==> config.mk <==
export PLATFORM = sky130hd
export DESIGN_NAME = onehot_codec
export DESIGN_NICKNAME = d
export VERILOG_FILES = /design/src/rtl/onehot_codec.sv
export SDC_FILE = /design/constraint.sdc
export NUM_CORES = 1
export LEC_CHECK = 0
export BUFFER_PORTS_ARGS = -buffer_cell sky130_fd_sc_hd__buf_2
export CELL_PAD_IN_SITES_DETAIL_PLACEMENT = 2
export CELL_PAD_IN_SITES_GLOBAL_PLACEMENT = 2
export CORE_AREA = 2 2 64 66
export DETAILED_ROUTE_END_ITERATION = 12
export DIE_AREA = 0 0 66 68
export PLACE_DENSITY = 0.76
export SLEW_MARGIN = 20
export SYNTH_ARGS = -nofsm -noshare
export SYNTH_HDL_FRONTEND = slang
export SYNTH_SLANG_ARGS = --single-unit
==> constraint.sdc <==
create_clock -name clk -period 1.6 [get_ports clk]
set_input_delay 0.24 -clock clk [delete_from_list [all_inputs] [get_ports clk]]
set_output_delay 0.24 -clock clk [all_outputs]
set_load 0.1 [all_outputs]
==> src/rtl/onehot_codec.sv <==
// onehot_codec -- binary <-> one-hot converter with a registered
// valid/ready output stage and a saturating error counter.
//
// mode = 0 decodes in_data[ENC_W-1:0] into a one-hot vector.
// mode = 1 encodes a one-hot vector into its binary index.
// An all-zero encode input is always flagged with out_err.
//
// Optional build macro: ONEHOT_CODEC_PRIO_EN
//   defined   : encode of a multi-hot vector returns the lowest set bit index, no error
//   undefined : encode of a multi-hot vector returns 0 with out_err set
//
// Reset is synchronous and active-low; every state element updates on the rising clk edge.
module onehot_codec #(
    parameter  int ENC_W = 3,
    parameter  int CNT_W = 8,
    localparam int OH_W  = 2 ** ENC_W
) (
    input  logic             clk,
    input  logic             rst_n,
    input  logic             in_valid,
    output logic             in_ready,
    input  logic             mode,
    input  logic [OH_W-1:0]  in_data,
    output logic             out_valid,
    input  logic             out_ready,
    output logic [OH_W-1:0]  out_data,
    output logic             out_err,
    input  logic             err_clr,
    output logic [CNT_W-1:0] err_cnt
);

    localparam logic             MODE_DEC = 1'b0;
    localparam logic [CNT_W-1:0] CNT_MAX  = '1;

    logic             in_fire;
    logic             out_fire;
    logic [OH_W-1:0]  dec_data;
    logic [ENC_W-1:0] low_idx;
    logic             enc_zero;
    logic             enc_multi;
    logic [OH_W-1:0]  nxt_data;
    logic             nxt_err;

    // The output register can take a new result whenever it is empty or
    // is being drained this very cycle, giving one result per clock.
    assign in_ready = ~out_valid | out_ready;
    assign in_fire  = in_valid & in_ready;
    assign out_fire = out_valid & out_ready;

    // Decode: set the single bit addressed by the low ENC_W bits of in_data.
    always_comb begin
        // NOTE: every combinational output gets a default before any
        // conditional update, so no path leaves it unassigned (no latch).
        dec_data = '0;
        dec_data[in_data[ENC_W-1:0]] = 1'b1;
    end

    // Encode: index of the lowest set bit (scan from the top so the
    // lowest hit is the last assignment to stick).
    always_comb begin
        low_idx = '0;
        for (int k = OH_W - 1; k >= 0; k--) begin
            if (in_data[k]) begin
                low_idx = ENC_W'(k);
            end
        end
    end

    // Clearing the lowest set bit leaves something only if two or more bits were set.
    assign enc_zero  = ~|in_data;
    assign enc_multi = |(in_data & (in_data - OH_W'(1)));

    // Select the result that will be captured on an input transfer.
    always_comb begin
        nxt_data = '0;
        nxt_err  = 1'b0;
        if (mode == MODE_DEC) begin
            nxt_data = dec_data;
        end else if (enc_zero) begin
            nxt_err  = 1'b1;
        end else if (enc_multi) begin
`ifdef ONEHOT_CODEC_PRIO_EN
            nxt_data = OH_W'(low_idx);
`else
            nxt_err  = 1'b1;
`endif
        end else begin
            nxt_data = OH_W'(low_idx);
        end
    end

    // Output register: load on input transfer, empty on a bare output
    // transfer, otherwise hold (data is kept even after out_valid drops).
    always_ff @(posedge clk) begin
        // NOTE: clocked state uses non-blocking assignments so every
        // register samples the pre-edge values regardless of block order.
        if (!rst_n) begin
            out_valid <= 1'b0;
            out_data  <= '0;
            out_err   <= 1'b0;
        end else if (in_fire) begin
            out_valid <= 1'b1;
            out_data  <= nxt_data;
            out_err   <= nxt_err;
        end else if (out_fire) begin
            out_valid <= 1'b0;
        end
    end

    // Error counter: counts flagged results taken downstream, saturates,
    // and a clear request wins over a same-cycle increment.
    always_ff @(posedge clk) begin
        if (!rst_n) begin
            err_cnt <= '0;
        end else if (err_clr) begin
            err_cnt <= '0;
        end else if (out_fire && out_err && (err_cnt != CNT_MAX)) begin
            err_cnt <= err_cnt + CNT_W'(1);
        end
    end

endmodule

== After elaboration in Yosys (flattened, before gate mapping) ==
Index checks and enable logic that the tools add are counted.
Cells by class
  add/subtract/negate cells: 2
  order comparisons: 2
  equality and inequality tests: 1
  muxes and demuxes: 18
  bitwise gates (word level): 6
  reductions and logical operators: 7
Operator list (number)
  2-to-1 mux 3 bit: 10
  OR reduction 8 bit: 2
  adder 8 x 1 -> 8 bit, second input constant: 1
  AND 8 bit: 1
  2-to-1 mux 8 bit: 1
  != test 8 bit, second input constant: 1
  subtractor 8 x 1 -> 8 bit, second input constant: 1
  2-to-1 mux 1 bit: 6
  less-than comparator 3 x 4 -> 1 bit, second input constant: 1
  demux 1 bit (select 3 bit): 1
  greater-or-equal comparator 3 x 1 -> 1 bit, second input constant: 1
  logical AND 1 bit: 3
  AND 1 bit: 2
  NOT 1 bit: 2
  nonzero test 2 bit: 1
  OR reduction 2 bit: 1
  bitwise OR 1 bit: 1
Word-level totals
  bits in registers: 18
  output and inout port bits: 19
  word-level logic and storage cells: 40

== Depth between registers and ports, before layout ==
  depth in word-level cells: 11
  mapped depth: 6

== Worst setup path after synthesis ==
No wires, ideal clock.
  path type: flip-flop to flip-flop
  from: reg out_valid
  to: reg out_data[3]
  data arrival time: 2702 ps
  path slack: -1219 ps
  stages on the path, launching flop included: 7
  buffers on the path: 1
  path through: dfxtp_1 > nand2b_1 > nand2_1 > clkbuf_1 > nor3_1 > a21oi_1 > nor2b_1
On the way
  cells in the longest elaborated chain, start to end: 3
RTL lines
  start, declared: RTL line 24  | output logic out_valid,
  start signal, assigned: RTL line 98  | out_valid <= 1'b0;
  start signal, assigned: RTL line 102  | out_valid <= 1'b1;
  start signal, assigned: RTL line 106  | out_valid <= 1'b0;
  NOT 1 bit: RTL line 46  | assign in_ready = ~out_valid | out_ready;
  bitwise OR 1 bit: RTL line 46
  via in_ready: RTL line 21  | output logic in_ready,
  AND 1 bit: RTL line 47  | assign in_fire = in_valid & in_ready;
  end signal, assigned: RTL line 103  | out_data <= nxt_data;
  end, declared: RTL line 26  | output logic [OH_W-1:0] out_data,
The timed path passes the listed nets, and every way through them passes these cells.
A chain may end at the register's enable or synchronous reset.

== Worst setup path in the final report ==
  from: reg err_cnt[0]
  to: reg err_cnt[7]
On the way
  cells in the longest elaborated chain, start to end: 2
  elaborated cells between the ends (all ways): 3
RTL lines
  start, declared: RTL line 29  | output logic [CNT_W-1:0] err_cnt
  start signal, assigned: RTL line 118  | err_cnt <= err_cnt + CNT_W'(1);
  branches (longest 2 deep; another with adder 8 x 1 -> 8 bit)
Parallel ways; which one is timed is not known.

==> report_table.html <==
<table>
<tr><th>Metric</th><th>Value</th></tr>
<tr><th colspan="2">Synth</th></tr>
<tr><td>Number of distinct library cell variants in the gate-level netlist after synthesis</td><td>39</td></tr>
<tr><td>Number of enable flip-flop cells after synthesis</td><td>0</td></tr>
<tr><td>Commonest register cell after synthesis</td><td>dfxtp_1</td></tr>
<tr><td>Flip-flop and latch count after synthesis</td><td>18</td></tr>
<tr><td>Portion of the post-synthesis area used by sequential elements</td><td>36.9%</td></tr>
<tr><td>Gate Count Post-Synth</td><td>123</td></tr>
<tr><td>Syn_nets</td><td>138</td></tr>
<tr><td>Proportion of synthesized flip-flops having asynchronous set or reset</td><td>0%</td></tr>
<tr><td>Netlist Area Pre-Place</td><td>976 um2</td></tr>
<tr><td>Post-synthesis area per instance</td><td>7.93 um2</td></tr>
<tr><td>Syn. warnings</td><td>0</td></tr>
<tr><th colspan="2">Floorplan</th></tr>
<tr><td>Row count</td><td>23</td></tr>
<tr><td>Top-Level Pins</td><td>33</td></tr>
<tr><td>Die span in y</td><td>68 um</td></tr>
<tr><td>Full die area</td><td>4490 um2</td></tr>
<tr><td>Overall die width</td><td>66 um</td></tr>
<tr><td>Core area</td><td>3860 um2</td></tr>
<tr><td>Effective utilization at floorplan</td><td>25.3%</td></tr>
<tr><th colspan="2">Timing</th></tr>
<tr><td>Setup TNS</td><td>0 ns</td></tr>
<tr><td>RSZ-0062 raised after global routing</td><td>false</td></tr>
<tr><td>Worst clock skew</td><td>0.00431 ns</td></tr>
<tr><td>Min Hold Slack</td><td>0.242 ns</td></tr>
<tr><td>Post-layout minimum cycle time</td><td>1.42 ns</td></tr>
<tr><td>Final hold violation count</td><td>0</td></tr>
<tr><td>Fmax</td><td>0.704 GHz</td></tr>
<tr><td>Relative slew slack</td><td>67.5%</td></tr>
<tr><td>Period utilization</td><td>88.8%</td></tr>
<tr><td>Least-Margin Pin Slew</td><td>0.491 ns</td></tr>
<tr><td>Setup Viol. Count Final</td><td>0</td></tr>
<tr><td>Max-slew violation count</td><td>0</td></tr>
<tr><th colspan="2">Setup path</th></tr>
<tr><td>Worst r2r src</td><td>err_cnt[0]$_SDFFE_PP0P_</td></tr>
<tr><td>R2r setup slk</td><td>0.18 ns</td></tr>
<tr><td>Depth of the worst register-to-register path</td><td>6</td></tr>
<tr><td>Worst Path Max Fanout</td><td>9</td></tr>
<tr><td>Destination of the worst register-to-register timing path</td><td>err_cnt[7]$_SDFFE_PP0P_</td></tr>
<tr><td>Slowest Stage Delay on Critical Path</td><td>0.36 ns</td></tr>
<tr><td>Required @ worst endpoint</td><td>1.73 ns</td></tr>
<tr><td>Worst path arrival time</td><td>1.55 ns</td></tr>
<tr><td>Ordered cell list for the critical path</td><td>ha_1 &gt; nand3_1 &gt; o21ai_4 &gt; nor3_1 &gt; xnor2_1 &gt; nor2_1</td></tr>
<tr><td>Type of destination of the critical path</td><td>register</td></tr>
<tr><td>Setup Crit Path Kind</td><td>reg2reg</td></tr>
<tr><td>Slowest stage cell on the critical path</td><td>dfxtp_4</td></tr>
<tr><td>Startpoint kind of the worst setup timing path</td><td>register</td></tr>
<tr><th colspan="2">Final layout</th></tr>
<tr><td>Area growth, synth to finish</td><td>31.2%</td></tr>
<tr><td>Number of antenna diodes</td><td>0</td></tr>
<tr><td>Total number of nets in the final design</td><td>171</td></tr>
<tr><td>Final standard cell count with taps included and fillers excluded</td><td>205</td></tr>
<tr><td>Utilization after layout</td><td>33.2%</td></tr>
<tr><td>Ratio of cells with drive above 1 in the final layout</td><td>33.5%</td></tr>
<tr><th colspan="2">CTS</th></tr>
<tr><td>Setup fix buffers added after clock tree synthesis</td><td>0</td></tr>
<tr><td>Clock latency of the later-clocked register in the worst-skew pair</td><td>0.26 ns</td></tr>
<tr><td>Hold-fix buffers, CTS</td><td>0</td></tr>
<tr><td>TritonCTS sink count</td><td>18</td></tr>
<tr><td>Clock-pin slew on the worst setup and hold paths</td><td>0.07 ns</td></tr>
<tr><td>Quantity of gates resized following cts</td><td>0</td></tr>
<tr><td>H-tree depth</td><td>1</td></tr>
<tr><td>Total clock buffers created by CTS</td><td>3</td></tr>
<tr><td>CTS Root Cell</td><td>clkbuf_8</td></tr>
<tr><td>Maximum number of buffers from clock root to sink</td><td>2</td></tr>
<tr><td>TritonCTS clock tree</td><td>done</td></tr>
<tr><th colspan="2">Drt</th></tr>
<tr><td>Via count</td><td>1026</td></tr>
<tr><td>Residual DRC</td><td>0</td></tr>
<tr><td>Post-detailed-route wirelength per cell</td><td>13.8 um</td></tr>
<tr><td>Routed Wire Length</td><td>2840 um</td></tr>
<tr><td>Drt via density</td><td>5.00</td></tr>
<tr><td>Pre-antenna DRT Iters</td><td>4</td></tr>
<tr><td>Number of DRC markers after the initial detailed-route iteration</td><td>36</td></tr>
<tr><td>Antenna viol nets, final</td><td>0</td></tr>
<tr><th colspan="2">Global route</th></tr>
<tr><td>Antenna violations before repair</td><td>0</td></tr>
<tr><td>Largest net degree at the start of global routing</td><td>14</td></tr>
<tr><td>Overall fraction of global-route tracks in use</td><td>13.4%</td></tr>
<tr><td>Total congestion overflow after global routing</td><td>0</td></tr>
<tr><td>Via count of the first global-routing pass</td><td>1008</td></tr>
<tr><td>Wire length of the first global-routing pass</td><td>4640 um</td></tr>
<tr><th colspan="2">Pwr</th></tr>
<tr><td>Net switching share of the total power</td><td>31.5%</td></tr>
<tr><td>Cell-internal power</td><td>0.722 mW</td></tr>
<tr><td>Areal power density over the cells</td><td>823 nW/um2</td></tr>
<tr><td>Gate power share</td><td>20.7%</td></tr>
<tr><td>Power spent charging and discharging nets</td><td>0.332 mW</td></tr>
<tr><td>Leakage power</td><td>0.514 nW</td></tr>
<tr><td>Clock group share of total power</td><td>35.8%</td></tr>
<tr><td>Worst-case vdd ir drop</td><td>233 uV</td></tr>
<tr><td>Power after layout</td><td>1.05 mW</td></tr>
<tr><td>Sequential cell fraction of total power</td><td>43.5%</td></tr>
<tr><th colspan="2">Hold path</th></tr>
<tr><td>Capture endpoint of the worst hold path</td><td>out_valid$_SDFFE_PN0P_</td></tr>
<tr><td>Worst hold path depth</td><td>3</td></tr>
<tr><td>Worst Hold Launch</td><td>in_valid</td></tr>
<tr><td>Kind of path behind the tightest hold check</td><td>in2reg</td></tr>
<tr><th colspan="2">Placement</th></tr>
<tr><td>Count of placed standard cells including taps</td><td>201</td></tr>
<tr><td>Port bufs</td><td>32</td></tr>
<tr><td>Detail Placement HPWL</td><td>2240 um</td></tr>
<tr><td>GPL Wtd Cong</td><td>0.746</td></tr>
<tr><th colspan="2">Run</th></tr>
<tr><td>Count of maximum capacitance violations</td><td>0</td></tr>
<tr><th colspan="2">Run status</th></tr>
<tr><td>Run status</td><td>complete, no violations</td></tr>
</table>
==> registers in the layout, indices dropped and copies added, names as in the netlist <==
name	cells
err_cnt	8
out_data	8
out_err	1
out_valid	1
==> through the flow <==
stage          area [um2]  setup WS [ns]
6_report             1280          0.180
5_1_grt              1280         0.0746
4_1_cts              1270         0.0874
3_5_place_dp         1220          0.108
3_3_place_gp         1220          0.157
2_1_floorplan        1010        0.00346
==> area by class of cell <==
class,instances,area [um2]
repair buffers,34,175
clock buffers,4,55.1
well taps,50,62.6
flip-flops and latches,18,388
multi-input cells,96,588
fillers,459,2580
inverters,3,11.3
==> worst max-delay path by stage <==
| stage | from | endpoint | slack, ns | depth (start not counted) |
|---|---|---|---|---|
| 2_1_floorplan | err_cnt[6]$_SDFFE_PP0P_ | err_cnt[7]$_SDFFE_PP0P_ | 0.003 | 5 |
| 3_3_place_gp | in_data[4] | out_err$_SDFFE_PN0P_ | 0.16 | 6 |
| 3_5_place_dp | err_cnt[0]$_SDFFE_PP0P_ | err_cnt[7]$_SDFFE_PP0P_ | 0.11 | 6 |
| 4_1_cts | err_cnt[0]$_SDFFE_PP0P_ | err_cnt[7]$_SDFFE_PP0P_ | 0.09 | 6 |
| 5_1_grt | err_cnt[0]$_SDFFE_PP0P_ | err_cnt[7]$_SDFFE_PP0P_ | 0.07 | 6 |
| 6_report | err_cnt[0]$_SDFFE_PP0P_ | err_cnt[7]$_SDFFE_PP0P_ | 0.18 | 6 |
==> cells by family after synthesis <==
logic type	Yosys count	synth area share (%)
AO/OA/AOI/OAI	32	19.9
XOR/XNOR	7	6.28
adder cells (fa/ha/maj)	1	1.28
buffers and inverters	9	4.36
flip-flops	18	36.9
multiplexers	1	1.03
AND/OR/NAND/NOR	55	30.3
==> layer usage <==
| metal | track usage [%] | routed length [um] | vias up |
|---|---|---|---|
| li1 | - | - | 500 |
| met1 | 17.0 | 1310 | 499 |
| met2 | 22.9 | 1370 | 23 |
| met3 | 3.29 | 127 | 4 |
| met4 | 3.83 | 23 | 0 |
| met5 | 0 | 0 | - |
==> power by group through the flow <==
| stage | Combinational, mW | Sequential, mW | Clock (mW) |
|---|---|---|---|
| final | 0.219 | 0.458 | 0.377 |
| after global routing | 0.235 | 0.460 | 0.410 |
| after CTS | 0.220 | 0.458 | 0.395 |
| after detailed placement | 0.219 | 0.469 | 0 |
| after global placement | 0.214 | 0.468 | 0 |
| after floorplan | 0.0818 | 0.549 | 0 |
==> cell usage in the layout (no fill, tap or decap), types with 3 or more instances in the layout <==
cell / netlist / final
clkbuf_8: 0 / 4
nor2_1: 17 / 17
nand2_1: 5 / 5
xnor2_1: 5 / 5
nand3_1: 5 / 5
dfxtp_4: 0 / 6
a21oi_1: 12 / 12
o21ai_0: 6 / 6
dfxtp_1: 18 / 8
nor2b_1: 6 / 6
dfxtp_2: 0 / 4
buf_2: 1 / 32
nor3_1: 7 / 7
inv_1: 3 / 3
==> cell usage after synthesis (2+ instances only) <==
master     n  area share, %
dfxtp_1   18             37
nor2_1    17            6.5
a21oi_1   12            6.2
nor3_1     7            3.6
nor2b_1    6            3.8
o21ai_0    6            3.1
nand2_1    5            1.9
nand3_1    5            2.6
xnor2_1    5            4.5
clkbuf_1   3            1.2
inv_1      3            1.2
nand2b_1   3            1.9
a211oi_1   2            1.5
and3_1     2            1.3
nor4_1     2            1.3
o211ai_1   2            1.5
o21ai_1    2            1.0
xor2_1     2            1.8
==> critical path: cells and delay by family (launching register included) <==
| kind | cells | cell delay (ns) |
|---|---|---|
| DFF | 1 | 0.36 |
| and+or+nand+nor | 3 | 0.30 |
| AOI/OAI and AO/OA | 1 | 0.28 |
| xor gates and xnor gates | 1 | 0.18 |
| adders and majority gates | 1 | 0.17 |
(Power assumes the default switching activity.)
